File: config.mk
export PLATFORM = sky130hd
export DESIGN_NAME = eq_mix_scheduler
export DESIGN_NICKNAME = d
export VERILOG_FILES = /design/src/rtl/eq_mix_scheduler.sv
export SDC_FILE = /design/constraint.sdc
export NUM_CORES = 1
export LEC_CHECK = 0
export CAP_MARGIN = 20
export CORE_ASPECT_RATIO = 1.1
export CORE_MARGIN = 2
export CORE_UTILIZATION = 45
export CTS_CLUSTER_DIAMETER = 150
export CTS_CLUSTER_SIZE = 10
export DETAILED_ROUTE_END_ITERATION = 16
export PLACE_DENSITY = 0.65
export SLEW_MARGIN = 5
export SYNTH_ARGS = -nofsm -noshare
export SYNTH_HDL_FRONTEND = slang
export SYNTH_SLANG_ARGS = --single-unit
File: constraint.sdc
create_clock -name clk -period 16.7 [get_ports clk]
set_input_delay 1.67 -clock clk [delete_from_list [all_inputs] [get_ports clk]]
set_output_delay 1.67 -clock clk [all_outputs]
set_load 0.03 [all_outputs]
File: src/rtl/eq_mix_scheduler.sv
// Gain-and-mix engine: one shared signed multiplier walks low/high/band through a
// 34-bit accumulator, then saturates to 16 bits and ramps the gains toward their targets.
module eq_mix_scheduler #(
    parameter int DATA_W    = 16,
    parameter int GAIN_W    = 16,
    parameter int FRAC      = 8,
    parameter int RAMP_STEP = 16
) (
    input  logic              clk,
    input  logic              reset,
    input  logic              sample_valid,
    input  logic [DATA_W-1:0] data_low,
    input  logic [DATA_W-1:0] data_high,
    input  logic [DATA_W-1:0] data_band,
    input  logic [GAIN_W-1:0] gain_low_tgt,
    input  logic [GAIN_W-1:0] gain_high_tgt,
    input  logic [GAIN_W-1:0] gain_band_tgt,
    output logic              busy,
    output logic [DATA_W-1:0] dout,
    output logic              dout_valid,
    output logic              overflow,
    output logic              sample_drop,
    output logic              gains_settled
);

    localparam int PROD_W = DATA_W + GAIN_W;
    localparam int ACC_W  = PROD_W + 2;

    localparam logic signed [ACC_W-1:0] SAT_MAX_C =
        {{(ACC_W-DATA_W+1){1'b0}}, {(DATA_W-1){1'b1}}};
    localparam logic signed [ACC_W-1:0] SAT_MIN_C =
        {{(ACC_W-DATA_W+1){1'b1}}, {(DATA_W-1){1'b0}}};
    localparam logic signed [GAIN_W+1:0] STEP_C = (GAIN_W+2)'(RAMP_STEP);

    typedef enum logic [2:0] {
        IDLE  = 3'd0,
        MAC_L = 3'd1,
        MAC_H = 3'd2,
        MAC_B = 3'd3,
        OUT   = 3'd4
    } state_t;

    // Move cur one step toward tgt; two guard bits keep the difference exact.
    function automatic logic signed [GAIN_W-1:0] ramp_gain(
        input logic signed [GAIN_W-1:0] cur,
        input logic signed [GAIN_W-1:0] tgt
    );
        logic signed [GAIN_W+1:0] cur_x;
        logic signed [GAIN_W+1:0] diff;
        cur_x = {{2{cur[GAIN_W-1]}}, cur};
        diff  = {{2{tgt[GAIN_W-1]}}, tgt} - cur_x;
        if (diff > STEP_C) begin
            ramp_gain = GAIN_W'(cur_x + STEP_C);
        end else if (diff < -STEP_C) begin
            ramp_gain = GAIN_W'(cur_x - STEP_C);
        end else begin
            ramp_gain = tgt;
        end
    endfunction

    state_t state_r;
    state_t state_next_s;

    logic signed [DATA_W-1:0] x_low_r;
    logic signed [DATA_W-1:0] x_high_r;
    logic signed [DATA_W-1:0] x_band_r;
    logic signed [GAIN_W-1:0] tgt_low_r;
    logic signed [GAIN_W-1:0] tgt_high_r;
    logic signed [GAIN_W-1:0] tgt_band_r;
    logic signed [GAIN_W-1:0] cur_low_r;
    logic signed [GAIN_W-1:0] cur_high_r;
    logic signed [GAIN_W-1:0] cur_band_r;
    logic signed [ACC_W-1:0]  acc_r;

    logic signed [GAIN_W-1:0] mul_gain_s;
    logic signed [DATA_W-1:0] mul_data_s;
    logic signed [PROD_W-1:0] prod_s;
    logic signed [ACC_W-1:0]  prod_ext_s;
    logic signed [ACC_W-1:0]  shifted_s;
    logic [DATA_W-1:0]        sat_dout_s;
    logic                     sat_ovf_s;
    logic signed [GAIN_W-1:0] ramp_low_s;
    logic signed [GAIN_W-1:0] ramp_high_s;
    logic signed [GAIN_W-1:0] ramp_band_s;
    logic                     accept_s;

    logic [DATA_W-1:0] dout_r;
    logic              dout_valid_r;
    logic              overflow_r;
    logic              sample_drop_r;
    logic              gains_settled_r;
    logic              busy_r;

    assign accept_s = (state_r == IDLE) && sample_valid;

    // State register.
    always_ff @(posedge clk or negedge reset) begin
        if (!reset) begin
            state_r <= IDLE;
        end else begin
            state_r <= state_next_s;
        end
    end

    // Next-state sequencing: fixed five-cycle walk per accepted sample.
    always_comb begin
        state_next_s = state_r;
        case (state_r)
            IDLE: begin
                if (sample_valid) begin
                    state_next_s = MAC_L;
                end else begin
                    state_next_s = IDLE;
                end
            end
            MAC_L:   state_next_s = MAC_H;
            MAC_H:   state_next_s = MAC_B;
            MAC_B:   state_next_s = OUT;
            OUT:     state_next_s = IDLE;
            default: state_next_s = IDLE;
        endcase
    end

    // Operand mux for the single shared multiplier.
    always_comb begin
        mul_gain_s = {GAIN_W{1'b0}};
        mul_data_s = {DATA_W{1'b0}};
        case (state_r)
            MAC_L: begin
                mul_gain_s = cur_low_r;
                mul_data_s = x_low_r;
            end
            MAC_H: begin
                mul_gain_s = cur_high_r;
                mul_data_s = x_high_r;
            end
            MAC_B: begin
                mul_gain_s = cur_band_r;
                mul_data_s = x_band_r;
            end
            default: begin
                mul_gain_s = {GAIN_W{1'b0}};
                mul_data_s = {DATA_W{1'b0}};
            end
        endcase
    end

    assign prod_s     = mul_gain_s * mul_data_s;
    assign prod_ext_s = {{(ACC_W-PROD_W){prod_s[PROD_W-1]}}, prod_s};

    // Floor shift back to sample scale, then clamp to the 16-bit range.
    always_comb begin
        shifted_s  = acc_r >>> FRAC;
        sat_dout_s = shifted_s[DATA_W-1:0];
        sat_ovf_s  = 1'b0;
        if (shifted_s > SAT_MAX_C) begin
            sat_dout_s = SAT_MAX_C[DATA_W-1:0];
            sat_ovf_s  = 1'b1;
        end else if (shifted_s < SAT_MIN_C) begin
            sat_dout_s = SAT_MIN_C[DATA_W-1:0];
            sat_ovf_s  = 1'b1;
        end else begin
            sat_dout_s = shifted_s[DATA_W-1:0];
            sat_ovf_s  = 1'b0;
        end
    end

    assign ramp_low_s  = ramp_gain(cur_low_r, tgt_low_r);
    assign ramp_high_s = ramp_gain(cur_high_r, tgt_high_r);
    assign ramp_band_s = ramp_gain(cur_band_r, tgt_band_r);

    // Snapshot of samples and targets, taken only when a strobe is accepted.
    always_ff @(posedge clk or negedge reset) begin
        if (!reset) begin
            x_low_r    <= {DATA_W{1'b0}};
            x_high_r   <= {DATA_W{1'b0}};
            x_band_r   <= {DATA_W{1'b0}};
            tgt_low_r  <= {GAIN_W{1'b0}};
            tgt_high_r <= {GAIN_W{1'b0}};
            tgt_band_r <= {GAIN_W{1'b0}};
        end else if (accept_s) begin
            x_low_r    <= data_low;
            x_high_r   <= data_high;
            x_band_r   <= data_band;
            tgt_low_r  <= gain_low_tgt;
            tgt_high_r <= gain_high_tgt;
            tgt_band_r <= gain_band_tgt;
        end
    end

    // Accumulator: load on the first band, add on the other two.
    always_ff @(posedge clk or negedge reset) begin
        if (!reset) begin
            acc_r <= {ACC_W{1'b0}};
        end else begin
            case (state_r)
                MAC_L:        acc_r <= prod_ext_s;
                MAC_H, MAC_B: acc_r <= acc_r + prod_ext_s;
                default:      acc_r <= acc_r;
            endcase
        end
    end

    // Output stage and gain ramp; gains change only after this sample's MAC used them.
    always_ff @(posedge clk or negedge reset) begin
        if (!reset) begin
            dout_r          <= {DATA_W{1'b0}};
            overflow_r      <= 1'b0;
            dout_valid_r    <= 1'b0;
            cur_low_r       <= {GAIN_W{1'b0}};
            cur_high_r      <= {GAIN_W{1'b0}};
            cur_band_r      <= {GAIN_W{1'b0}};
            gains_settled_r <= 1'b1;
        end else begin
            dout_valid_r <= 1'b0;
            if (state_r == OUT) begin
                dout_r          <= sat_dout_s;
                overflow_r      <= sat_ovf_s;
                dout_valid_r    <= 1'b1;
                cur_low_r       <= ramp_low_s;
                cur_high_r      <= ramp_high_s;
                cur_band_r      <= ramp_band_s;
                gains_settled_r <= (ramp_low_s == tgt_low_r) &&
                                   (ramp_high_s == tgt_high_r) &&
                                   (ramp_band_s == tgt_band_r);
            end
        end
    end

    // Status flags: drop pulse and busy, both registered.
    always_ff @(posedge clk or negedge reset) begin
        if (!reset) begin
            sample_drop_r <= 1'b0;
            busy_r        <= 1'b0;
        end else begin
            sample_drop_r <= sample_valid && (state_r != IDLE);
            busy_r        <= (state_next_s != IDLE);
        end
    end

    assign busy          = busy_r;
    assign dout          = dout_r;
    assign dout_valid    = dout_valid_r;
    assign overflow      = overflow_r;
    assign sample_drop   = sample_drop_r;
    assign gains_settled = gains_settled_r;

endmodule
-- Yosys cells after proc, flatten, opt, wreduce, memory -nomap -nowiden
Index checks and enable logic that the tools add are counted.
- flip-flop bits (word level): 202
- output and inout port bits: 21
- add/subtract/negate cells: 10
- multipliers: 1
- $lt $le $gt $ge: 8
- equal/unequal tests: 7
- muxes and demuxes: 16
- reductions and logical operators: 9
- operators by type and width (cell ; count):
    $mux 16 ; 8
    $pmux 16 s3 ; 2
    $pmux 34 s2 ; 1
    $gt 17x6->1 const B ; 3
    $lt 17x5->1 const B ; 3
    $sub 16x16->17 ; 3
    $add 16x6->16 const B ; 3
    $eq 16x16->1 ; 3
    $sub 16x6->16 const B ; 3
    $add 34x32->34 ; 1
    $mul 16x16->32 ; 1
    $gt 26x16->1 const B ; 1
    $lt 26x16->1 const B ; 1
    $pmux 3 s4 ; 1
    $eq 3x2->1 const B ; 2
    $reduce_bool 3->1 ; 2
    $logic_and 1x1->1 ; 4
    $mux 1 ; 4
    $eq 3x1->1 const B ; 1
    $eq 3x3->1 const B ; 1
    $logic_not 3->1 ; 1
    $reduce_bool 2->1 ; 1
    $reduce_or 2->1 ; 1

-- Longest topological paths before layout
Gate-level depths: netlist (run 1).
- depth in word-level cells: 7
- gate-level depth with buffers: 45
- gate-level depth less buffers: 40

-- Least setup slack after synthesis (run 1)
No wires, ideal clock.
- path kind: flip-flop to flip-flop
- start: register state_r[1]
- end: register acc_r[28]
- data arrival time: 9.074 ns
- path slack: 7.489 ns
- cell stages (with the launch flop): 40
- path buffers: 3
- path through: dfrtp_1 -> clkbuf_1 -> inv_1 -> nor2_1 -> clkbuf_1 -> buf_1 -> nand2_1 -> a21oi_1 -> nand2_1 -> fa_1 -> inv_1 -> fa_1 -> ha_1 -> fa_1 -> inv_1 -> fa_1 -> fa_1 -> inv_1 -> (+4 left out) -> o21ai_0 -> o21ai_0 -> o21bai_1 -> a21oi_1 -> xnor2_1 -> ha_1 -> and3_1 -> nand3_1 -> nor2_1 -> a21oi_1 -> o31ai_1 -> o41a_1 -> a21o_1 -> a21o_1 -> a21o_1 -> a21oi_1 -> xor2_1 -> a21oi_1
- cells in the longest elaborated chain, start to end: 5
- RTL lines (item ; RTL line ; RTL):
    start: declaration ; 61 ; state_t state_r;
    start signal: assignment ; 101 ; state_r <= state_next_s;
    $eq 3x2->1 / $eq 3x1->1 (equally long branches) ; 128, 196 ;
    $pmux 16 s3 ; 128 ; case (state_r)
    $mul 16x16->32 ; 148 ; assign prod_s = mul_gain_s * mul_data_s;
    $add 34x32->34 ; 198 ; MAC_H, MAC_B: acc_r <= acc_r + prod_ext_s;
    $pmux 34 s2 ; 196 ; case (state_r)
    end signal: assignment ; 197 ; MAC_L: acc_r <= prod_ext_s;
    end signal: assignment ; 198 ;
    end signal: assignment ; 199 ; default: acc_r <= acc_r;
    end: declaration ; 73 ; logic signed [ACC_W-1:0] acc_r;
Parallel ways exist; a longest one is shown, timed or not.
A chain may end at the register's enable or synchronous reset.

-- Worst setup path in the final report (run 1)
- start: register state_r[1]
- end: register acc_r[33]
The elaborated chain is that of the path after synthesis.

==> flow_metrics.py, run 1 <==
metrics = {
    "synth": {
        "synth.distinct_cells": 83,
        "synth.ff_latch_count": 202,
        "syn_area_mm2": 0.0259,
        "synthFlopType": "dfrtp_1",
        "synth-async-reset-ratio_pct": 100,
        "ys_warn_count": 0,
        "avgSynthCellArea_um2": 7.95,
        "synth-edff-count": 0,
        "synth_fp_nets": 3792,
        "synth_seq_area_share_pct": 19.5,
        "synthCells": 3257,
    },
    "grt": {
        "antenna_found_initial": 2,
        "grt_pass1_wl_mm": 122,
        "grt-ovfl-total": 0,
        "track_usage_pct": 25.5,
        "first_global_vias": 22500,
        "grt_max_degree": 74,
    },
    "clock_network": {
        "h-tree-depth": 1,
        "cts_setup_buffers": 0,
        "cts_hold_buf": 0,
        "numClockSinks": 202,
        "clkTransAtPathRegs_ns": 0.06,
        "cts_root_buffer": "clkbuf_16",
        "insertion_delay_ns": 0.57,
        "numCtsBuffers": 24,
        "cts_tree": "done",
        "cts_resized": 0,
        "max-clock-path-buffers": 3,
    },
    "min_path": {
        "worstHoldStart": "x_band_r[0]",
        "hold_path_class": "flop to flop",
    },
    "route": {
        "wire_per_inst_um": 18.5,
        "drt_iter0_drc": 1635,
        "vias_per_cell": 5.58,
        "drc": 0,
        "ant_nets": 0,
        "wirelength_mm": 75.1,
        "num_vias": 22700,
        "drt-pass1-iter-count": 7,
    },
    "worst_setup_path": {
        "critPathLaunchType": "flop",
        "cp_slowest_cell": "dfrtp_2",
        "setup.worst_path.start": "state_r[1]",
        "r2r_start": "state_r[1]",
        "critical_path.max_fanout": 32,
        "critPathRequiredTime_ns": 17.18,
        "critPathMaxStageDelay_ns": 0.81,
        "endpoint_kind": "flop",
        "cp.arrival_ns": 11.40,
        "setup.worst_path.class": "flop to flop",
    },
    "layout": {
        "fill_cells": 5630,
        "layout_common_cells": "nand2_1, inv_1, nor2_1",
        "fin_nets": 3842,
        "layout-drive-gt1-share_pct": 3.56,
        "area_delta_synth_final_pct": 9.91,
        "final_common_cell": "nand2_1",
    },
    "placement": {
        "dpl.hpwl_mm": 58.5,
        "portBuffers": 119,
        "gp_congestion": 0.972,
    },
    "timing": {
        "finalMaxSlewViolations": 0,
        "hold_viol_final": 0,
        "finalSetupViolCount": 0,
        "finClkSkew_ns": 0.0389,
        "final.min_clock_period_ns": 10.92,
        "slew_headroom_pct": 28.3,
        "rsz0062_at_grt": "false",
        "final.period_utilization_pct": 65.4,
        "worst-slew-pin-transition_ns": 1.08,
        "fmax_mhz": 91.5,
        "tns_ns": 0,
    },
    "floorplanning": {
        "fp.dieW_um": 233,
        "die_area_mm2": 0.0595,
        "start_util_pct": 45.3,
        "ioPinCount": 120,
        "coreArea_mm2": 0.0571,
        "fp.dieH_um": 256,
        "rows": 92,
    },
    "outcome": {
        "status": "completed",
    },
    "flow_run": {
        "drv_cap": 0,
    },
}
==> sequential cells by signal, summed over array words and instances, names as in the netlist, 3 cells and up <==
signal,flops
cur_band_r,16
x_low_r,16
tgt_low_r,16
cur_low_r,16
state_r,3
tgt_high_r,16
acc_r,34
x_band_r,16
cur_high_r,16
dout,16
tgt_band_r,16
x_high_r,16
==> Yosys cell counts (all sizes together), types with 24 or more instances <==
cell type,number,area (µm²)
fa,266,5330
a21oi,165,830
nor2,283,1060
ha,170,2130
nor3,54,270
nand2b,24,150
xor2,41,359
clkbuf,96,360
a31oi,33,206
inv,419,1570
xnor2,112,981
mux2,25,282
nand2,663,2490
dfrtp,201,5030
nand4,26,163
nor2b,25,156
nand3,72,360
a21o,47,353
o21ai,149,746
==> kinds of logic (layout without fill, tap and decap cells) <==
logic type,after synthesis,after routing,share of synthesized area (%)
and+or+nand+nor,1247,1247,20.6
adders and majority gates,436,436,28.8
muxes,42,42,1.84
xor gates and xnor gates,153,153,5.18
buffers and inverters,540,598,7.86
AOI/OAI and AO/OA,637,637,16.2
DFF,202,202,19.5
other,0,1,0
==> worst paths after layout <==
kind                                to  slack, ns  cells past startpoint
min in group asynchronous    acc_r[29]       1.04                      1
max in group asynchronous   state_r[1]      13.77                      4
hold reg to reg            x_band_r[0]       0.47                      2
hold / removal             x_band_r[0]       0.47                      2
setup reg to reg             acc_r[33]       5.78                     37
setup / recovery             acc_r[33]       5.78                     37
==> metal layers <==
layer  routed length (µm)  share of wire (%)  up-vias  GRT usage (%)
li1                     -                  -    10900              -
met1                33700                 45    11000           36.4
met2                34300                 46      725           40.7
met3                 4570                6.1      148           3.02
met4                 2470                3.3        0           7.80
met5                    0                  0        -              0
==> layout make-up <==
type	count	area (µm²)	share of cell area (%)
diodes	1	2.50	0.00880
clock buffers	32	631	2.22
clock inverters	2	25.0	0.0880
inverters	423	1590	5.58
multi-input cells	2515	18800	66.1
flip-flops and latches	202	5060	17.8
well taps	752	941	3.31
repair buffers	141	1390	4.90
==> metrics by stage <==
| stage | instances | hold WS (ns) | cell area (µm²) | setup WS (ns) | util (%) |
|---|---|---|---|---|---|
| CTS | 4066 | 0.475 | 28400 | 5.87 | 49.8 |
| global placement | 4029 | 0.457 | 27700 | 6.02 | 48.6 |
| global route | 4067 | 0.490 | 28400 | 5.03 | 49.8 |
| finish | 4068 | 0.474 | 28400 | 5.78 | 49.8 |
| detailed placement | 4032 | 0.457 | 27800 | 5.92 | 48.6 |
| floorplan | 3257 | 0.440 | 25900 | 7.49 | - |
==> critical path: cells and delay by family, from the launching register on <==
family          cells  cell delay (ns)
compound gates     16             4.57
xor+xnor            2             0.28
fa+ha+maj           8             3.43
buf+inv             7             1.15
flops               1             0.81
simple gates        4             0.56
Power of run 1 is not shown: default switching activity piles up to over one toggle a cycle in this logic, so the estimate is an artifact.
==> run 2, diff against run 1 <==
--- a/config.mk
+++ b/config.mk
@@ -12,7 +12,7 @@
 export CTS_CLUSTER_DIAMETER = 150
 export CTS_CLUSTER_SIZE = 10
 export DETAILED_ROUTE_END_ITERATION = 16
-export PLACE_DENSITY = 0.65
+export PLACE_DENSITY = 0.68
 export SLEW_MARGIN = 5
 export SYNTH_ARGS = -nofsm -noshare
 export SYNTH_HDL_FRONTEND = slang
==> constraint.sdc (replaced) <==
create_clock -name clk -period 9.9 [get_ports clk]
set_input_delay 0.99 -clock clk [delete_from_list [all_inputs] [get_ports clk]]
set_output_delay 0.99 -clock clk [all_outputs]
set_load 0.03 [all_outputs]
==> run 2 against run 1 <==
Clock skew decreased by 0.010 ns. Hold slack got worse by 0.0053 ns. Flip-flop and latch count stayed put. Global-route usage barely moved. Final area up 1.1%. Critical path depth increased by 1. Final cell count up 0.98%. Register-to-register slack got worse by 5.3 ns. Maximum frequency is 16% higher. Non-clock buffer count increased by 36. Via count increased by 0.46%. Die area is the same.
==> flow_metrics.py, run 2 (synthesized netlist as in run 1, its figures left out) <==
metrics = {
    "timing": {
        "slew_headroom_pct": 29.7,
        "finalMaxSlewViolations": 0,
        "finalSetupViolCount": 0,
        "final.min_clock_period_ns": 9.40,
        "finClkSkew_ns": 0.0288,
        "final.period_utilization_pct": 95.0,
        "tns_ns": 0,
        "rsz0062_at_grt": "false",
        "fmax_mhz": 106,
        "hold_viol_final": 0,
        "worst-slew-pin-transition_ns": 1.05,
    },
    "placement": {
        "dpl.hpwl_mm": 58.3,
        "portBuffers": 119,
        "gp_congestion": 0.941,
    },
    "clock_network": {
        "insertion_delay_ns": 0.56,
        "max-clock-path-buffers": 3,
        "cts_setup_buffers": 0,
        "clkTransAtPathRegs_ns": 0.06,
        "numClockSinks": 202,
        "numCtsBuffers": 24,
        "cts_root_buffer": "clkbuf_16",
        "cts_tree": "done",
        "h-tree-depth": 1,
    },
    "worst_setup_path": {
        "critPathRequiredTime_ns": 10.36,
        "cp.arrival_ns": 9.86,
        "reg2reg_setup_slack_ns": 0.50,
        "setup.worst_path.class": "flop to flop",
        "critPathLaunchType": "flop",
        "cp_slowest_cell": "fa_1",
        "r2r_start": "cur_low_r[6]",
        "critPathMaxStageDelay_ns": 0.55,
        "crit_top_cell": "fa_1",
        "r2r_cells": 38,
        "endpoint_kind": "flop",
        "r2r-end": "acc_r[33]",
        "critical_path.max_fanout": 9,
    },
    "floorplanning": {
        "die_area_mm2": 0.0595,
        "fp.dieH_um": 256,
        "start_util_pct": 45.3,
        "ioPinCount": 120,
        "fp.dieW_um": 233,
        "rows": 92,
        "coreArea_mm2": 0.0571,
    },
    "route": {
        "wirelength_mm": 74.5,
        "drt_iter0_drc": 1907,
        "vias_per_cell": 5.55,
        "num_vias": 22800,
        "wire_per_inst_um": 18.1,
        "drc": 0,
        "drt-pass1-iter-count": 6,
        "ant_nets": 0,
    },
    "layout": {
        "final_common_cell": "nand2_1",
        "insertedDiodeCount": 0,
        "layout_common_cells": "nand2_1, inv_1, nor2_1",
        "fin_nets": 3878,
        "layout-drive-gt1-share_pct": 4.83,
        "area_delta_synth_final_pct": 11.1,
        "fill_cells": 5592,
        "largest_register_ffs": 34,
        "largest-register": "acc_r",
    },
    "grt": {
        "grt_pass1_wl_mm": 122,
        "first_global_vias": 22500,
        "track_usage_pct": 25.5,
        "grt_max_degree": 111,
        "grt-ovfl-total": 0,
        "antenna_found_initial": 0,
    },
    "outcome": {
        "status": "completed",
    },
    "min_path": {
        "hold_path_class": "primary input to async pin",
    },
    "flow_run": {
        "drv_cap": 0,
    },
}
[run 2: cell types whose count changed in the layout (fill, tap and decap cells not counted), moves of 3 or more]
cell      change
o21ai_1       +3
o21ai_0       -3
buf_6         -3
buf_4        +39
clkbuf_1      +4
[run 2: how the worst max path moves through the flow]
stage,start,endpoint,slack (ns),cells past startpoint
4_1_cts,state_r[1],acc_r[33],0.36,38
3_3_place_gp,state_r[1],acc_r[33],0.47,38
6_report,cur_low_r[6],acc_r[33],0.50,38
2_1_floorplan,state_r[1],acc_r[28],0.69,39
5_1_grt,state_r[1],acc_r[33],0.02,38
3_5_place_dp,state_r[1],acc_r[33],0.42,38
[run 2: layout make-up]
cell class	instances	area, µm²	area share (%)
tap	752	941	3.27
clock buffer	37	659	2.29
multi-input combinational	2515	18800	65.5
sequential	202	5060	17.6
inverter	423	1590	5.52
clock inverter	2	25.0	0.0870
timing repair buffer	177	1640	5.72
[run 2: layer usage]
| metal | wire length, µm | track usage (%) | vias up |
|---|---|---|---|
| li1 | - | - | 10900 |
| met1 | 33200 | 36.0 | 11000 |
| met2 | 33600 | 40.1 | 740 |
| met3 | 5080 | 4.06 | 137 |
| met4 | 2580 | 7.73 | 0 |
| met5 | 0 | 0 | - |
[run 2: critical path, delay by kind of cell, from the launching register on]
family,cells,cell delay (ns)
buffers and inverters,5,0.46
DFF,1,0.52
AOI/OAI and AO/OA,16,3.18
and+or+nand+nor,7,1.13
xor gates and xnor gates,2,0.26
adders and majority gates,8,3.74
[run 2: stage by stage]
stage	worst slack (ns)	instance area, µm²	hold WS, ns	util, %	std cells
global route	0.0181	28800	0.509	50.4	4108
finish	0.498	28800	0.468	50.4	4108
CTS	0.364	28700	0.480	50.3	4108
detailed placement	0.418	28000	0.459	49.1	4069
global placement	0.473	28000	0.459	49.1	4069
floorplan	0.689	25900	0.440	-	3257
[run 2: what timing repair did]
item	CTS	global route
gates resized for setup	0	10
hold buffers	0	0
setup endpoints to repair	0	3
Power of run 2 is left out for the same reason.
